[src/rtl/apb_ucpd_tx_fsm_if.sv]
// Signal bundle between the UCPD register block and the transmit sequencer.
// The master modport drives commands; the slave modport is the sequencer itself.
interface apb_ucpd_tx_fsm_if #(
  parameter int PAYSZ_W = 10
);
  logic               ucpd_en;
  logic               bit_clk_red;
  logic               transmit_en;
  logic               tx_hrst;
  logic [1:0]         tx_mode;
  logic [PAYSZ_W-1:0] tx_paysz;
  logic               rx_busy;

  logic pre_en;
  logic sop_en;
  logic data_en;
  logic crc_en;
  logic eop_en;
  logic bmc_en;
  logic bist_en;
  logic tx_sop_cmplt;
  logic tx_data_cmplt;
  logic tx_crc_cmplt;
  logic tx_eop_cmplt;
  logic tx_wait_cmplt;
  logic txfifo_ld_en;
  logic txdr_req;
  logic tx_msg_disc;
  logic tx_hrst_disc;

  modport master (
    output ucpd_en, bit_clk_red, transmit_en, tx_hrst, tx_mode, tx_paysz, rx_busy,
    input  pre_en, sop_en, data_en, crc_en, eop_en, bmc_en, bist_en,
    input  tx_sop_cmplt, tx_data_cmplt, tx_crc_cmplt, tx_eop_cmplt, tx_wait_cmplt,
    input  txfifo_ld_en, txdr_req, tx_msg_disc, tx_hrst_disc
  );

  modport slave (
    input  ucpd_en, bit_clk_red, transmit_en, tx_hrst, tx_mode, tx_paysz, rx_busy,
    output pre_en, sop_en, data_en, crc_en, eop_en, bmc_en, bist_en,
    output tx_sop_cmplt, tx_data_cmplt, tx_crc_cmplt, tx_eop_cmplt, tx_wait_cmplt,
    output txfifo_ld_en, txdr_req, tx_msg_disc, tx_hrst_disc
  );
endinterface

[src/rtl/apb_ucpd_tx_fsm.sv]
// UCPD transmit sequencer: steps PRE/SOP/DATA/CRC/EOP/WAIT on bit_clk_red pulses,
// handles hard/cable reset, BIST carrier and discard on receive activity.
module apb_ucpd_tx_fsm #(
  parameter int PRE_BITS = 128,
  parameter int IFG_BITS = 25,
  parameter int PAYSZ_W  = 10
) (
  input logic              ic_clk,
  input logic              ic_rst_n,
  apb_ucpd_tx_fsm_if.slave tx_if
);

  typedef enum logic [2:0] {
    S_IDLE, S_PRE, S_SOP, S_DATA, S_CRC, S_EOP, S_WAIT, S_BIST
  } state_e;

  localparam logic [7:0] PRE_LAST  = 8'(PRE_BITS - 1);
  localparam logic [7:0] SOP_LAST  = 8'd19;
  localparam logic [7:0] BYTE_LAST = 8'd9;
  localparam logic [7:0] CRC_LAST  = 8'd39;
  localparam logic [7:0] EOP_LAST  = 8'd4;
  localparam logic [7:0] IFG_LAST  = 8'(IFG_BITS - 1);

  state_e             state_q, state_d;
  logic [7:0]         bit_cnt_q, bit_cnt_d;
  logic [PAYSZ_W-1:0] byte_cnt_q, byte_cnt_d;
  logic [PAYSZ_W-1:0] paysz_q, paysz_d;
  logic               cable_q, cable_d;
  logic               hrst_flag_q, hrst_flag_d;
  logic               hrst_pend_q, hrst_pend_d;
  logic               txdr_req_q, txdr_req_d;
  logic               te_q, hrst_q;

  logic [7:0] seg_last;
  logic       seg_end, te_rise, hrst_rise, hrst_req, abort, no_payload;

  logic pre_en, sop_en, data_en, crc_en, eop_en, bmc_en, bist_en;
  logic sop_cmplt, data_cmplt, crc_cmplt, eop_cmplt, wait_cmplt;
  logic ld_en, req, msg_disc, hrst_disc;

  always_comb begin
    seg_last = '1;
    unique case (state_q)
      S_PRE:   seg_last = PRE_LAST;
      S_SOP:   seg_last = SOP_LAST;
      S_DATA:  seg_last = BYTE_LAST;
      S_CRC:   seg_last = CRC_LAST;
      S_EOP:   seg_last = EOP_LAST;
      S_WAIT:  seg_last = IFG_LAST;
      default: seg_last = '1;
    endcase
  end

  assign seg_end    = tx_if.bit_clk_red && (bit_cnt_q == seg_last) &&
                      (state_q != S_IDLE) && (state_q != S_BIST);
  assign te_rise    = tx_if.transmit_en && !te_q;
  assign hrst_rise  = tx_if.tx_hrst && !hrst_q;
  assign hrst_req   = hrst_rise || hrst_pend_q;
  assign abort      = hrst_rise && ((state_q == S_SOP) || (state_q == S_DATA) || (state_q == S_CRC));
  assign no_payload = hrst_flag_q || cable_q;

  always_ff @(posedge ic_clk or negedge ic_rst_n) begin
    if (!ic_rst_n) begin
      state_q     <= S_IDLE;
      bit_cnt_q   <= '0;
      byte_cnt_q  <= '0;
      paysz_q     <= '0;
      cable_q     <= 1'b0;
      hrst_flag_q <= 1'b0;
      hrst_pend_q <= 1'b0;
      txdr_req_q  <= 1'b0;
      te_q        <= 1'b0;
      hrst_q      <= 1'b0;
    end else begin
      state_q     <= state_d;
      bit_cnt_q   <= bit_cnt_d;
      byte_cnt_q  <= byte_cnt_d;
      paysz_q     <= paysz_d;
      cable_q     <= cable_d;
      hrst_flag_q <= hrst_flag_d;
      hrst_pend_q <= hrst_pend_d;
      txdr_req_q  <= txdr_req_d;
      te_q        <= tx_if.transmit_en;
      hrst_q      <= tx_if.tx_hrst;
    end
  end

  always_comb begin
    state_d     = state_q;
    bit_cnt_d   = tx_if.bit_clk_red ? bit_cnt_q + 8'd1 : bit_cnt_q;
    byte_cnt_d  = byte_cnt_q;
    paysz_d     = paysz_q;
    cable_d     = cable_q;
    hrst_flag_d = hrst_flag_q;
    hrst_pend_d = hrst_pend_q;
    if (!tx_if.ucpd_en) begin
      state_d     = S_IDLE;
      byte_cnt_d  = '0;
      cable_d     = 1'b0;
      hrst_flag_d = 1'b0;
      hrst_pend_d = 1'b0;
    end else begin
      unique case (state_q)
        S_IDLE: begin
          bit_cnt_d = '0;
          // A hard reset (new or latched during a frame) outranks a transmit request
          if (hrst_req) begin
            hrst_pend_d = 1'b0;
            if (!tx_if.rx_busy) begin
              hrst_flag_d = 1'b1;
              state_d     = S_PRE;
            end
          end else if (te_rise && !tx_if.rx_busy) begin
            paysz_d = tx_if.tx_paysz;
            cable_d = (tx_if.tx_mode == 2'b01);
            state_d = (tx_if.tx_mode == 2'b10) ? S_BIST : S_PRE;
          end
        end
        S_PRE: begin
          if (hrst_rise) hrst_pend_d = 1'b1;
          if (seg_end) state_d = S_SOP;
        end
        S_SOP: begin
          if (abort) begin
            hrst_flag_d = 1'b1;
            state_d     = S_EOP;
          end else if (seg_end) begin
            if (no_payload) begin
              hrst_flag_d = 1'b0;
              state_d     = S_WAIT;
            end else if (paysz_q == '0) begin
              state_d = S_CRC;
            end else begin
              byte_cnt_d = paysz_q - 1'b1;
              state_d    = S_DATA;
            end
          end
        end
        S_DATA: begin
          if (abort) begin
            hrst_flag_d = 1'b1;
            state_d     = S_EOP;
          end else if (seg_end) begin
            bit_cnt_d = '0;
            if (byte_cnt_q == '0) state_d = S_CRC;
            else byte_cnt_d = byte_cnt_q - 1'b1;
          end
        end
        S_CRC: begin
          if (abort) begin
            hrst_flag_d = 1'b1;
            state_d     = S_EOP;
          end else if (seg_end) begin
            state_d = S_EOP;
          end
        end
        S_EOP: begin
          if (hrst_rise) hrst_pend_d = 1'b1;
          if (seg_end) state_d = hrst_flag_q ? S_PRE : S_WAIT;
        end
        S_WAIT: begin
          if (hrst_rise) hrst_pend_d = 1'b1;
          if (seg_end) state_d = S_IDLE;
        end
        S_BIST: begin
          bit_cnt_d = '0;
          if (hrst_rise) hrst_pend_d = 1'b1;
          if (!tx_if.transmit_en) state_d = S_IDLE;
        end
        default: state_d = S_IDLE;
      endcase
    end
    if (!tx_if.ucpd_en || (state_d != state_q)) bit_cnt_d = '0;
    txdr_req_d = ld_en && (byte_cnt_d != '0);
  end

  always_comb begin
    pre_en     = (state_q == S_PRE);
    sop_en     = (state_q == S_SOP);
    data_en    = (state_q == S_DATA);
    crc_en     = (state_q == S_CRC);
    eop_en     = (state_q == S_EOP);
    bist_en    = (state_q == S_BIST);
    bmc_en     = (state_q != S_IDLE);
    sop_cmplt  = 1'b0;
    data_cmplt = 1'b0;
    crc_cmplt  = 1'b0;
    eop_cmplt  = 1'b0;
    wait_cmplt = 1'b0;
    ld_en      = 1'b0;
    req        = 1'b0;
    msg_disc   = 1'b0;
    hrst_disc  = 1'b0;
    if (tx_if.ucpd_en) begin
      req = txdr_req_q && (state_q == S_DATA);
      unique case (state_q)
        S_IDLE: begin
          if (hrst_req) hrst_disc = tx_if.rx_busy;
          else if (te_rise) msg_disc = tx_if.rx_busy;
        end
        S_SOP: begin
          if (seg_end && !abort) begin
            sop_cmplt = 1'b1;
            if (!no_payload) begin
              data_cmplt = (paysz_q == '0);
              ld_en      = (paysz_q != '0);
            end
          end
        end
        S_DATA: begin
          if (seg_end && !abort) begin
            data_cmplt = (byte_cnt_q == '0);
            ld_en      = (byte_cnt_q != '0);
          end
        end
        S_CRC:   crc_cmplt  = seg_end && !abort;
        S_EOP:   eop_cmplt  = seg_end;
        S_WAIT:  wait_cmplt = seg_end;
        default: ;
      endcase
    end
  end

  assign tx_if.pre_en        = pre_en;
  assign tx_if.sop_en        = sop_en;
  assign tx_if.data_en       = data_en;
  assign tx_if.crc_en        = crc_en;
  assign tx_if.eop_en        = eop_en;
  assign tx_if.bmc_en        = bmc_en;
  assign tx_if.bist_en       = bist_en;
  assign tx_if.tx_sop_cmplt  = sop_cmplt;
  assign tx_if.tx_data_cmplt = data_cmplt;
  assign tx_if.tx_crc_cmplt  = crc_cmplt;
  assign tx_if.tx_eop_cmplt  = eop_cmplt;
  assign tx_if.tx_wait_cmplt = wait_cmplt;
  assign tx_if.txfifo_ld_en  = ld_en;
  assign tx_if.txdr_req      = req;
  assign tx_if.tx_msg_disc   = msg_disc;
  assign tx_if.tx_hrst_disc  = hrst_disc;

endmodule

[src/flat_wrapper.sv]
// flat-port wrapper written by rule: the top's interface ports become plain ports
module apb_ucpd_tx_fsm_flat 
#(
  parameter int PRE_BITS = 128,
  parameter int IFG_BITS = 25,
  parameter int PAYSZ_W  = 10
)
  (ic_clk, ic_rst_n, tx_if_ucpd_en, tx_if_bit_clk_red, tx_if_transmit_en, tx_if_tx_hrst, tx_if_tx_mode, tx_if_tx_paysz, tx_if_rx_busy, tx_if_pre_en, tx_if_sop_en, tx_if_data_en, tx_if_crc_en, tx_if_eop_en, tx_if_bmc_en, tx_if_bist_en, tx_if_tx_sop_cmplt, tx_if_tx_data_cmplt, tx_if_tx_crc_cmplt, tx_if_tx_eop_cmplt, tx_if_tx_wait_cmplt, tx_if_txfifo_ld_en, tx_if_txdr_req, tx_if_tx_msg_disc, tx_if_tx_hrst_disc);
  apb_ucpd_tx_fsm_if #(.PAYSZ_W(PAYSZ_W)) tx_if_i ();
  input logic ic_clk;
  input logic ic_rst_n;
  input wire logic [$bits(tx_if_i.ucpd_en)-1:0] tx_if_ucpd_en;
  input wire logic [$bits(tx_if_i.bit_clk_red)-1:0] tx_if_bit_clk_red;
  input wire logic [$bits(tx_if_i.transmit_en)-1:0] tx_if_transmit_en;
  input wire logic [$bits(tx_if_i.tx_hrst)-1:0] tx_if_tx_hrst;
  input wire logic [$bits(tx_if_i.tx_mode)-1:0] tx_if_tx_mode;
  input wire logic [$bits(tx_if_i.tx_paysz)-1:0] tx_if_tx_paysz;
  input wire logic [$bits(tx_if_i.rx_busy)-1:0] tx_if_rx_busy;
  output wire logic [$bits(tx_if_i.pre_en)-1:0] tx_if_pre_en;
  output wire logic [$bits(tx_if_i.sop_en)-1:0] tx_if_sop_en;
  output wire logic [$bits(tx_if_i.data_en)-1:0] tx_if_data_en;
  output wire logic [$bits(tx_if_i.crc_en)-1:0] tx_if_crc_en;
  output wire logic [$bits(tx_if_i.eop_en)-1:0] tx_if_eop_en;
  output wire logic [$bits(tx_if_i.bmc_en)-1:0] tx_if_bmc_en;
  output wire logic [$bits(tx_if_i.bist_en)-1:0] tx_if_bist_en;
  output wire logic [$bits(tx_if_i.tx_sop_cmplt)-1:0] tx_if_tx_sop_cmplt;
  output wire logic [$bits(tx_if_i.tx_data_cmplt)-1:0] tx_if_tx_data_cmplt;
  output wire logic [$bits(tx_if_i.tx_crc_cmplt)-1:0] tx_if_tx_crc_cmplt;
  output wire logic [$bits(tx_if_i.tx_eop_cmplt)-1:0] tx_if_tx_eop_cmplt;
  output wire logic [$bits(tx_if_i.tx_wait_cmplt)-1:0] tx_if_tx_wait_cmplt;
  output wire logic [$bits(tx_if_i.txfifo_ld_en)-1:0] tx_if_txfifo_ld_en;
  output wire logic [$bits(tx_if_i.txdr_req)-1:0] tx_if_txdr_req;
  output wire logic [$bits(tx_if_i.tx_msg_disc)-1:0] tx_if_tx_msg_disc;
  output wire logic [$bits(tx_if_i.tx_hrst_disc)-1:0] tx_if_tx_hrst_disc;
  assign tx_if_i.ucpd_en = tx_if_ucpd_en;
  assign tx_if_i.bit_clk_red = tx_if_bit_clk_red;
  assign tx_if_i.transmit_en = tx_if_transmit_en;
  assign tx_if_i.tx_hrst = tx_if_tx_hrst;
  assign tx_if_i.tx_mode = tx_if_tx_mode;
  assign tx_if_i.tx_paysz = tx_if_tx_paysz;
  assign tx_if_i.rx_busy = tx_if_rx_busy;
  assign tx_if_pre_en = tx_if_i.pre_en;
  assign tx_if_sop_en = tx_if_i.sop_en;
  assign tx_if_data_en = tx_if_i.data_en;
  assign tx_if_crc_en = tx_if_i.crc_en;
  assign tx_if_eop_en = tx_if_i.eop_en;
  assign tx_if_bmc_en = tx_if_i.bmc_en;
  assign tx_if_bist_en = tx_if_i.bist_en;
  assign tx_if_tx_sop_cmplt = tx_if_i.tx_sop_cmplt;
  assign tx_if_tx_data_cmplt = tx_if_i.tx_data_cmplt;
  assign tx_if_tx_crc_cmplt = tx_if_i.tx_crc_cmplt;
  assign tx_if_tx_eop_cmplt = tx_if_i.tx_eop_cmplt;
  assign tx_if_tx_wait_cmplt = tx_if_i.tx_wait_cmplt;
  assign tx_if_txfifo_ld_en = tx_if_i.txfifo_ld_en;
  assign tx_if_txdr_req = tx_if_i.txdr_req;
  assign tx_if_tx_msg_disc = tx_if_i.tx_msg_disc;
  assign tx_if_tx_hrst_disc = tx_if_i.tx_hrst_disc;
  apb_ucpd_tx_fsm #(.PRE_BITS(PRE_BITS), .IFG_BITS(IFG_BITS), .PAYSZ_W(PAYSZ_W)) u_core (.ic_clk(ic_clk), .ic_rst_n(ic_rst_n), .tx_if(tx_if_i));
endmodule
[config.mk]
export PLATFORM = sky130hd
export DESIGN_NAME = apb_ucpd_tx_fsm_flat
export DESIGN_NICKNAME = d
export VERILOG_FILES = /design/src/rtl/apb_ucpd_tx_fsm_if.sv /design/src/rtl/apb_ucpd_tx_fsm.sv /design/src/flat_wrapper.sv
export SDC_FILE = /design/constraint.sdc
export NUM_CORES = 1
export LEC_CHECK = 0
export BUFFER_PORTS_ARGS = -buffer_cell sky130_fd_sc_hd__buf_2
export CAP_MARGIN = 20
export CORE_MARGIN = 5
export CORE_UTILIZATION = 55
export CTS_BUF_LIST = sky130_fd_sc_hd__clkbuf_8 sky130_fd_sc_hd__clkbuf_16
export DETAILED_ROUTE_END_ITERATION = 8
export HOLD_SLACK_MARGIN = 0.15
export PLACE_DENSITY = 0.76
export RECOVER_POWER = 25
export SLEW_MARGIN = 20
export SYNTH_ARGS = -nofsm -noshare
export SYNTH_HDL_FRONTEND = slang
export SYNTH_SLANG_ARGS = --single-unit
[constraint.sdc]
create_clock -name ic_clk -period 9.05 [get_ports ic_clk]
set_clock_uncertainty 0.15 [all_clocks]
set_input_delay 1.81 -clock ic_clk [delete_from_list [all_inputs] [get_ports ic_clk]]
set_output_delay 1.81 -clock ic_clk [all_outputs]
set_load 0.05 [all_outputs]
After elaboration in Yosys (flattened, before gate mapping)
Cells that the tools add are included.
{"block": "word_totals", "reg_bits": 37, "elab_cells": 150}
{"block": "op_classes", "addsub": 3, "n_eq_ne": 23, "muxes": 79, "bitwise": 1, "reduce_logical": 34}
{"operator": "2-to-1 mux 10 bit", "n": 8}
{"operator": "2-to-1 mux 3 bit", "n": 19}
{"operator": "case mux 8 bit (6 select lines)", "n": 1}
{"operator": "2-to-1 mux 8 bit", "n": 5}
{"operator": "2-to-1 mux 1 bit", "n": 39}
{"operator": "nonzero test 10 bit", "n": 3}
{"operator": "case mux 3 bit (8 select lines)", "n": 1}
{"operator": "zero test 10 bit", "n": 2}
{"operator": "case mux 10 bit (2 select lines)", "n": 1}
{"operator": "subtractor 10 x 1 -> 10 bit (second input constant)", "n": 2}
{"operator": "case mux 8 bit (2 select lines)", "n": 1}
{"operator": "equality test 3 bit (second input constant)", "n": 4}
{"operator": "inequality test 3 x 2 -> 1 bit (second input constant)", "n": 4}
{"operator": "inequality test 4 x 2 -> 1 bit (second input constant)", "n": 3}
{"operator": "logical AND 1 bit", "n": 10}
{"operator": "adder 8 x 1 -> 8 bit (second input constant)", "n": 1}
{"operator": "equality test 8 bit", "n": 1}
{"operator": "equality test 3 x 2 -> 1 bit (second input constant)", "n": 2}
{"operator": "inequality test 3 bit (second input constant)", "n": 2}
{"operator": "case mux 1 bit (2 select lines)", "n": 3}
{"operator": "AND reduction 3 bit", "n": 2}
{"operator": "AND reduction 6 bit", "n": 1}
{"operator": "zero test 1 bit", "n": 5}
{"operator": "logical OR 1 bit", "n": 5}
{"operator": "13 further kinds", "n": 15}

Depth between registers and ports, before layout
Gate-level depths: netlist of the first run.
{"block": "depth", "word_depth": 13, "mapped_depth": 13, "mapped_depth_nobuf": 10}

Least setup slack after synthesis of the first run
Ideal clock, no wire load.
{"block": "synth_timing", "path_kind": "input-to-output", "start": "input tx_if_bit_clk_red", "end": "output tx_if_txfifo_ld_en", "t_arrival_ps": 4146, "path_slack_ps": 2944, "stages": 7, "cell_sequence": "nand2b_1 a211oi_1 o211ai_2 nor3_1 buf_2 nand2_1 nor3_1"}
{"block": "synth_via", "elab_chain_cells": 7}
{"item": "start, declared", "line": "flat_wrapper.sv:13", "rtl": "input wire logic [$bits(tx_if_i.bit_clk_red)-1:0] tx_if_bit_clk_red;"}
{"item": "logical AND 1 bit * (2 in series)", "line": "apb_ucpd_tx_fsm.sv:54", "rtl": "assign seg_end = tx_if.bit_clk_red && (bit_cnt_q == seg_last) &&"}
{"item": "logical AND 1 bit *", "line": "apb_ucpd_tx_fsm.sv:55", "rtl": "(state_q != S_IDLE) && (state_q != S_BIST);"}
{"item": "logical AND 1 bit *", "line": "apb_ucpd_tx_fsm.sv:202, apb_ucpd_tx_fsm.sv:211"}
{"item": "2-to-1 mux 1 bit (on tied branches)", "line": "apb_ucpd_tx_fsm.sv:211, apb_ucpd_tx_fsm.sv:202"}
{"item": "case mux 1 bit (2 select lines) *", "line": "apb_ucpd_tx_fsm.sv:196", "rtl": "unique case (state_q)"}
{"item": "2-to-1 mux 1 bit *", "line": "apb_ucpd_tx_fsm.sv:194", "rtl": "if (tx_if.ucpd_en) begin"}
{"item": "end, declared", "line": "flat_wrapper.sv:31", "rtl": "output wire logic [$bits(tx_if_i.txfifo_ld_en)-1:0] tx_if_txfifo_ld_en;"}
Mark *: on every way between the ends. The rest lies on a longest branch, timed or not.

Final worst setup path of the first run
Same ends and word-level chain as after synthesis.

==> impl_metrics.ini, run 1 <==
[floorplanning]
core_area_um2 = 5110
die_w_um = 82.4
rows = 26
io_pins = 35
die_height_um = 82.4
start_util = 0.564
dieArea_um2 = 6780

[timing]
fin_crit_ns = 5.93
clock.fmax_mhz = 169
finalSetupTns_ns = 0
fin_crit_sh = 0.656
drv_slew = 38
rsz0062_at_grt = false
whs_ns = 0.383
worstMarginPinSlew_ns = 2.00
setup_viol = 0
hold_violations = 0
setup_ws_ns = 3.12
relSlewSlack = -0.336

[critical_path]
regToRegStartpoint = u_core.state_q[2]
crit_required_ns = 7.09
path_buf_inv = 3
cp_slowest_cell = nor3_1
path_max_fanout = 12
start_kind = primary input
cp.arrival_ns = 3.97
path_cells = buf_2 -> nand2b_1 -> a211oi_1 -> o211ai_2 -> nor3_1 -> buf_4 -> nand2_1 -> nor3_1 -> buf_2
crit_path_end_kind = primary output
path_delay_family = simple AND/OR/NAND/NOR gates
critPathMaxStageDelay_ns = 0.39
startpoint = tx_if_bit_clk_red
path_class = in -> out

[min_path]
hp-start = u_core.paysz_q[1]
hold_class = reg -> reg

[clock_network]
cts_setup_buffers = 0
numCtsBuffers = 5
cts_root_buf = clkbuf_8
clockBufferDepth = 2
clk_latency_ns = 0.29
cts_hold_buf = 0
clock-sinks = 37
cts-resized-gates = 0
h-tree-depth = 2
cts_tree = yes
cts.clk_slew.worst_paths_ns = 0.07

[final_layout]
syn2layout_area_growth_pct = 9.30
layout.nets = 391
diodes = 0
register_area_um2 = 926
drive_above_1_share = 0.184
finalInstanceArea_um2 = 3150
multi_input_area_um2 = 1790
n_fill_cell = 474

[yosys]
synthArstFlopShare = 1.00
synth_flop_cell = dfrtp_1
synthTopCellsByArea = dfrtp_1, mux2_2, nor2_1
synth-edff-count = 0
ys_seq_elements = 37
netlist_top_cells_count = dfrtp_1, nor2_1, nand2_1
ys_warn_count = 0
synth.distinct_cells = 70
synth_area_um2 = 2880
seq_area_frac_synth = 0.322
synth_fp_nets = 365
synth_top_area_frac = 0.322
synth_area_leader_cell = dfrtp_1
avgSynthCellArea_um2 = 8.39
netlist_instances = 343
yosysMostFrequentCell = dfrtp_1

[place]
place.gp.congestion = 0.900
io_buffers = 34
pre_cts_slack_ns = 3.21
hpwl_um = 5490
placed_area_um2 = 3070

[routing]
via_per_inst = 6.43
num_vias = 2830
wirelength_um = 7410
wl_per_cell_um = 16.8
wl_met2_um = 3400
wl_met1_um = 3340
wl_met3_um = 539
drc = 0
dr.pass1.iters = 5
ant_nets = 0
routed.top_layer = met4
drt-initial-drc-count = 280

[global_routing]
overflow = 0
grt_pass1_vias = 2583
grt_pass1_wl_um = 12300
grt_max_degree = 38
antenna_found_initial = 0
grtUsageTotal = 0.233

[power]
ir_drop_uv = 119
p_per_area_nw_per_um2 = 155
leakage_uw = 0.00133

[outcome]
status = complete, but fails checks
violations = capacitance limit, slew limit

[job]
drv_cap = 1
[layer usage]
| metal | vias to the layer above | track usage |
|---|---|---|
| met1 | 1333 | 0.327 |
| met2 | 131 | 0.370 |
| li1 | 1348 | - |
| met3 | 18 | 0.0390 |
| met5 | - | 0 |
| met4 | 0 | 0.0631 |
[where the power goes]
group	internal (uW)	leakage (uW)	switching, uW
clock	52.2	0.0000467	59.1
combinational	64.7	0.000787	96.1
sequential	185	0.000492	29.8
[final cells by class]
class,instances,area share
Inverter,20,0.0239
Multi-Input combinational cell,268,0.567
Clock buffer,5,0.0219
Timing Repair Buffer,37,0.0600
Tap cell,70,0.0278
Clock inverter,3,0.00477
Sequential cell,37,0.294
[metrics by stage]
stage	power (uW)	std cells	util
6_report	487	440	0.616
2_1_floorplan	336	343	-
4_1_cts	489	440	0.617
3_5_place_dp	377	432	0.600
5_1_grt	519	440	0.616
3_3_place_gp	374	432	0.600
[flip-flops by register name, indices dropped and copies added, names as in the netlist]
name and flops:
u_core.bit_cnt_q 8, u_core.byte_cnt_q 10, u_core.cable_q 1, u_core.hrst_flag_q 1, u_core.hrst_pend_q 1, u_core.hrst_q 1, u_core.paysz_q 10, u_core.state_q 3
u_core.te_q 1, u_core.txdr_req_q 1
[logic make-up after synthesis]
logic type	Yosys count	synth area share
xor gates and xnor gates	16	0.0487
and+or+nand+nor	161	0.311
muxes	13	0.0500
AOI/OAI and AO/OA	75	0.197
adders and majority gates	3	0.0130
buffers and inverters	38	0.0582
DFF	37	0.322
[placed cells by master (no fill, tap or decap), types with 6 or more instances in the layout]
master	instances
buf_2	31
mux2_2	11
nand2_1	24
a211oi_1	6
nand4_1	11
a21oi_1	14
dfrtp_1	37
nand3_1	12
inv_1	19
o21ai_0	9
nor2_1	32
nor4_1	17
nor3_1	17
xnor2_1	12
nand2b_1	12
[path summary, 6_finish.rpt]
check	depth (start not counted)	slack [ns]	endpoint
worst max-delay path	9	3.12	tx_if_txfifo_ld_en
worst min-delay path	1	0.38	u_core.paysz_q[1]
worst max register to register	10	4.67	u_core.txdr_req_q
worst min register to register	1	0.38	u_core.paysz_q[1]
max in group asynchronous	1	5.67	u_core.byte_cnt_q[0]
min in group asynchronous	1	1.93	u_core.bit_cnt_q[0]
(Power assumes the default switching activity.)
==> run 2, diff against run 1 <==
CORE_UTILIZATION = 53   (was 55)
PLACE_DENSITY = 0.77   (was 0.76)
clock period = 4.8 ns   (was 9.05 ns; I/O delays follow)
==> run 2 against run 1 <==
Net effect: the flow still finishes with violations (capacitance limit, slew limit); non-clock buffer count rose by 3; global-route usage decreased by 1.0 points; cell area increased by 1.9%; clock-buffer cell count grew 1; worst setup slack got worse by 2.9 ns; critical endpoint unchanged; highest routed layer unchanged.
==> impl_metrics.ini, run 2 (synthesis gave the netlist of run 1 again) <==
[final_layout]
drive_above_1_share = 0.196
register_area_um2 = 926
n_fill_cell = 489
syn2layout_area_growth_pct = 11.4
layout_commonest_cell = dfrtp_1
reg_top3 = u_core.byte_cnt_q x10, u_core.paysz_q x10, u_core.bit_cnt_q x8
diodes = 0
layout.nets = 394
mostFrequentLayoutCells = dfrtp_1, nor2_1, buf_2, nand2_1, inv_1
multi_input_area_um2 = 1790

[min_path]
min_to = u_core.paysz_q[1]
hp-start = u_core.paysz_q[1]
hold_class = reg -> reg
hold_depth = 1

[place]
hpwl_um = 5710
place.gp.congestion = 0.913
io_buffers = 34
pre_cts_slack_ns = 0.603

[routing]
via_per_inst = 6.46
wl_per_cell_um = 17.1
dr.pass1.iters = 5
wirelength_um = 7560
ant_nets = 0
drt-initial-drc-count = 347
drc = 0
num_vias = 2862

[floorplanning]
core_area_um2 = 5200
start_util = 0.553
rows = 26
dieArea_um2 = 7010
io_pins = 35
die_w_um = 83.7
die_height_um = 83.7

[critical_path]
rrSetupSlack_ns = 0.45
crit_required_ns = 3.69
regToRegStartpoint = u_core.state_q[2]
path_max_fanout = 21
crit_path_end_kind = primary output
start_kind = flip-flop
r2r_cells = 10
cp.arrival_ns = 3.44
path_class = reg -> out
worstReg2RegEnd = u_core.txdr_req_q

[clock_network]
clk_latency_ns = 0.29
cts-resized-gates = 0
cts_hold_buf = 0
cts.clk_slew.worst_paths_ns = 0.08
numCtsBuffers = 5
clockBufferDepth = 2
cts_root_buf = clkbuf_8
clock-sinks = 37
cts_tree = yes
h-tree-depth = 2
cts_setup_buffers = 0

[power]
p_per_area_nw_per_um2 = 309
ir_drop_uv = 200
leakage_uw = 0.00136

[outcome]
violations = capacitance limit, slew limit
status = complete, but fails checks

[timing]
clock.fmax_mhz = 220
setup_viol = 0
hold_violations = 0
fin_crit_ns = 4.55
fin_crit_sh = 0.948
worstMarginPinSlew_ns = 2.02
finalSetupTns_ns = 0
relSlewSlack = -0.348
drv_slew = 38
rsz0062_at_grt = false
setup_ws_ns = 0.251

[global_routing]
overflow = 0
grtUsageMet3 = 0.0503
grtUsageTotal = 0.222
use_met2 = 0.350
busiest_layer = met2
antenna_found_initial = 0
grt_pass1_vias = 2681
grt_use_met1 = 0.309
grt_pass1_wl_um = 13000
grt_max_degree = 38

[job]
drv_cap = 1
## run 2: worst max path at each step
| stage | from | end | slack, ns | cells after the start |
|---|---|---|---|---|
| after floorplan | u_core.state_q[2] | tx_if_txfifo_ld_en | 0.25 | 8 |
| after global placement | u_core.state_q[2] | u_core.txdr_req_q | 0.72 | 10 |
| after detailed placement | u_core.state_q[2] | u_core.txdr_req_q | 0.60 | 10 |
| after CTS | u_core.state_q[2] | tx_if_txfifo_ld_en | 0.38 | 9 |
| after global routing | u_core.state_q[2] | tx_if_txfifo_ld_en | 0.07 | 9 |
| final | u_core.state_q[2] | tx_if_txfifo_ld_en | 0.25 | 9 |
## run 2: area by class of cell
class / count / share of cell area
Clock buffer: 6 / 0.0258
Timing Repair Buffer: 40 / 0.0659
Inverter: 20 / 0.0234
Multi-Input combinational cell: 268 / 0.558
Tap cell: 70 / 0.0273
Sequential cell: 37 / 0.289
Clock inverter: 2 / 0.0105
## run 2: power breakdown
part	leakage [uW]	internal [uW]	switching, uW	total [uW]
clock network	0.0000626	167	112	279
registers	0.000492	350	57.9	408
logic	0.000806	125	179	304
total	0.00136	642	349	991
## run 2: metal layers
metal	wire, um	vias to the layer above
li1	-	1346
met1	3290	1367
met2	3600	138
met3	592	11
met4	75	0
met5	0	-
## run 2: critical path: stages (launching register included)
cell	delay, ns
dfrtp_1	0.77
nor2b_1	0.29
nand2_2	0.20
inv_2	0.08
a211oi_1	0.37
o211ai_2	0.23
nor3_1	0.31
nand2_1	0.19
nor3_1	0.36
buf_2	0.35
## run 2: through the flow
stage	total power [uW]	instance area, um^2	hold slack [ns]	utilization	instances
3_3_place_gp	708	3090	0.364	0.594	435
5_1_grt	1050	3210	0.433	0.616	443
2_1_floorplan	633	2880	0.346	-	343
4_1_cts	996	3210	0.403	0.617	443
3_5_place_dp	716	3090	0.385	0.594	435
6_report	991	3210	0.400	0.616	443
==> run 3, diff against run 2 <==
--- a/constraint.sdc
+++ b/constraint.sdc
@@ -3,3 +3,3 @@
 set_input_delay 0.96 -clock ic_clk [delete_from_list [all_inputs] [get_ports ic_clk]]
 set_output_delay 0.96 -clock ic_clk [all_outputs]
-set_load 0.05 [all_outputs]
+set_load 0.02 [all_outputs]
==> run 3 against run 2 <==
Net effect: the flow still finishes with violations (capacitance limit, slew limit); power about the same; via count increased by 1.3%; register-to-register slack improved by 0.03 ns; sequential share of layout area increased by 0.11 points; fmax increased by 4.8%; global-route usage decreased by 0.57 points; clock-buffer cell count unchanged; clock power about the same; die area unchanged.
==> impl_metrics.ini, run 3 (synthesis gave the netlist of run 1 again) <==
[routing]
drc = 0
num_vias = 2900
dr.pass1.iters = 5
drt-initial-drc-count = 281
wirelength_um = 7680
wl_per_cell_um = 17.4
ant_nets = 0
via_per_inst = 6.56

[clock_network]
cts_hold_buf = 0
cts-resized-gates = 0
cts_setup_buffers = 0
numCtsBuffers = 5
cts_root_buf = clkbuf_8
cts.clk_slew.worst_paths_ns = 0.08
clock-sinks = 37
cts_tree = yes
clk_latency_ns = 0.29
h-tree-depth = 2
clockBufferDepth = 2

[global_routing]
grt_pass1_vias = 2594
antenna_found_initial = 0
overflow = 0
grtUsageTotal = 0.217
grt_pass1_wl_um = 12600
grt_max_degree = 38

[floorplanning]
io_pins = 35
die_height_um = 83.7
die_w_um = 83.7
core_area_um2 = 5200
dieArea_um2 = 7010
rows = 26
start_util = 0.553

[final_layout]
layout_commonest_cell = dfrtp_1
n_fill_cell = 492
register_area_um2 = 926
layout.nets = 393
syn2layout_area_growth_pct = 11.0
utilization = 0.614
reg_top3 = u_core.byte_cnt_q x10, u_core.paysz_q x10, u_core.bit_cnt_q x8
multi_input_area_um2 = 1790
drive_above_1_share = 0.191
diodes = 0
mostFrequentLayoutCells = dfrtp_1, nor2_1, buf_2, nand2_1, inv_1
fin_cells = 442

[timing]
worstMarginPinSlew_ns = 1.95
hold_violations = 0
fin_crit_sh = 0.904
clock.fmax_mhz = 230
finalSetupTns_ns = 0
fin_crit_ns = 4.34
drv_slew = 38
relSlewSlack = -0.299
rsz0062_at_grt = false
setup_ws_ns = 0.460
whs_ns = 0.389
setup_viol = 0

[critical_path]
path_max_fanout = 21
crit_path_end_kind = primary output
r2r_cells = 10
rrSetupSlack_ns = 0.48
crit_required_ns = 3.69
cp.arrival_ns = 3.23
regToRegStartpoint = u_core.state_q[2]
startpoint = u_core.state_q[2]
start_kind = flip-flop
worstReg2RegEnd = u_core.txdr_req_q
path_class = reg -> out
endpoint = tx_if_txfifo_ld_en

[place]
place_inst = 434
hpwl_um = 5720
io_buffers = 34
place.gp.congestion = 0.924
pre_cts_slack_ns = 0.617

[job]
drv_cap = 1

[outcome]
status = complete, but fails checks
violations = capacitance limit, slew limit

[power]
leakage_uw = 0.00135
p_per_area_nw_per_um2 = 310
ir_drop_uv = 205

[min_path]
hold_class = reg -> reg
-- run 3: cell count changes in the layout (fill, tap and decap cells not counted), sizes merged --
cell and change:
buf -1
-- run 3: layout make-up --
| cell class | count | share of cell area |
|---|---|---|
| multi-input combinational | 268 | 0.559 |
| sequential | 37 | 0.290 |
| timing repair buffer | 39 | 0.0638 |
| tap | 70 | 0.0274 |
| clock buffer | 6 | 0.0259 |
| inverter | 20 | 0.0235 |
| clock inverter | 2 | 0.0106 |
-- run 3: critical path, cell delays in order, from the launching register on --
cell and delay, ns:
dfrtp_1 0.76, nor2b_1 0.27, nand2_2 0.19, inv_2 0.08, a211oi_1 0.37, o211ai_2 0.23, nor3_1 0.27, nand2_1 0.19
nor3_1 0.33, buf_2 0.23
-- run 3: power breakdown --
| part | switching (uW) | internal [uW] | total, uW |
|---|---|---|---|
| registers | 56.5 | 350 | 406 |
| logic | 180 | 125 | 305 |
| clock network | 113 | 167 | 280 |
| total | 349 | 642 | 991 |
-- run 3: worst min path at each step --
stage | from | endpoint | cells past startpoint
2_1_floorplan | u_core.paysz_q[1] | u_core.paysz_q[1] | 1
3_3_place_gp | u_core.paysz_q[1] | u_core.paysz_q[1] | 1
5_1_grt | u_core.paysz_q[1] | u_core.paysz_q[1] | 1
4_1_cts | u_core.paysz_q[1] | u_core.paysz_q[1] | 1
6_report | u_core.paysz_q[1] | u_core.paysz_q[1] | 1
3_5_place_dp | u_core.paysz_q[1] | u_core.paysz_q[1] | 1
-- run 3: through the flow --
step	power, uW	area, um^2
6_report	991	3190
5_1_grt	1040	3190
4_1_cts	990	3200
3_5_place_dp	709	3080
3_3_place_gp	698	3080
2_1_floorplan	620	2880
-- run 3: per-layer routing --
layer  wire length (um)  up-vias  track usage
li1                   -     1344            -
met1               3300     1371        0.299
met2               3590      155        0.351
met3                617       30       0.0424
met4                163        0       0.0482
met5                  0        -            0
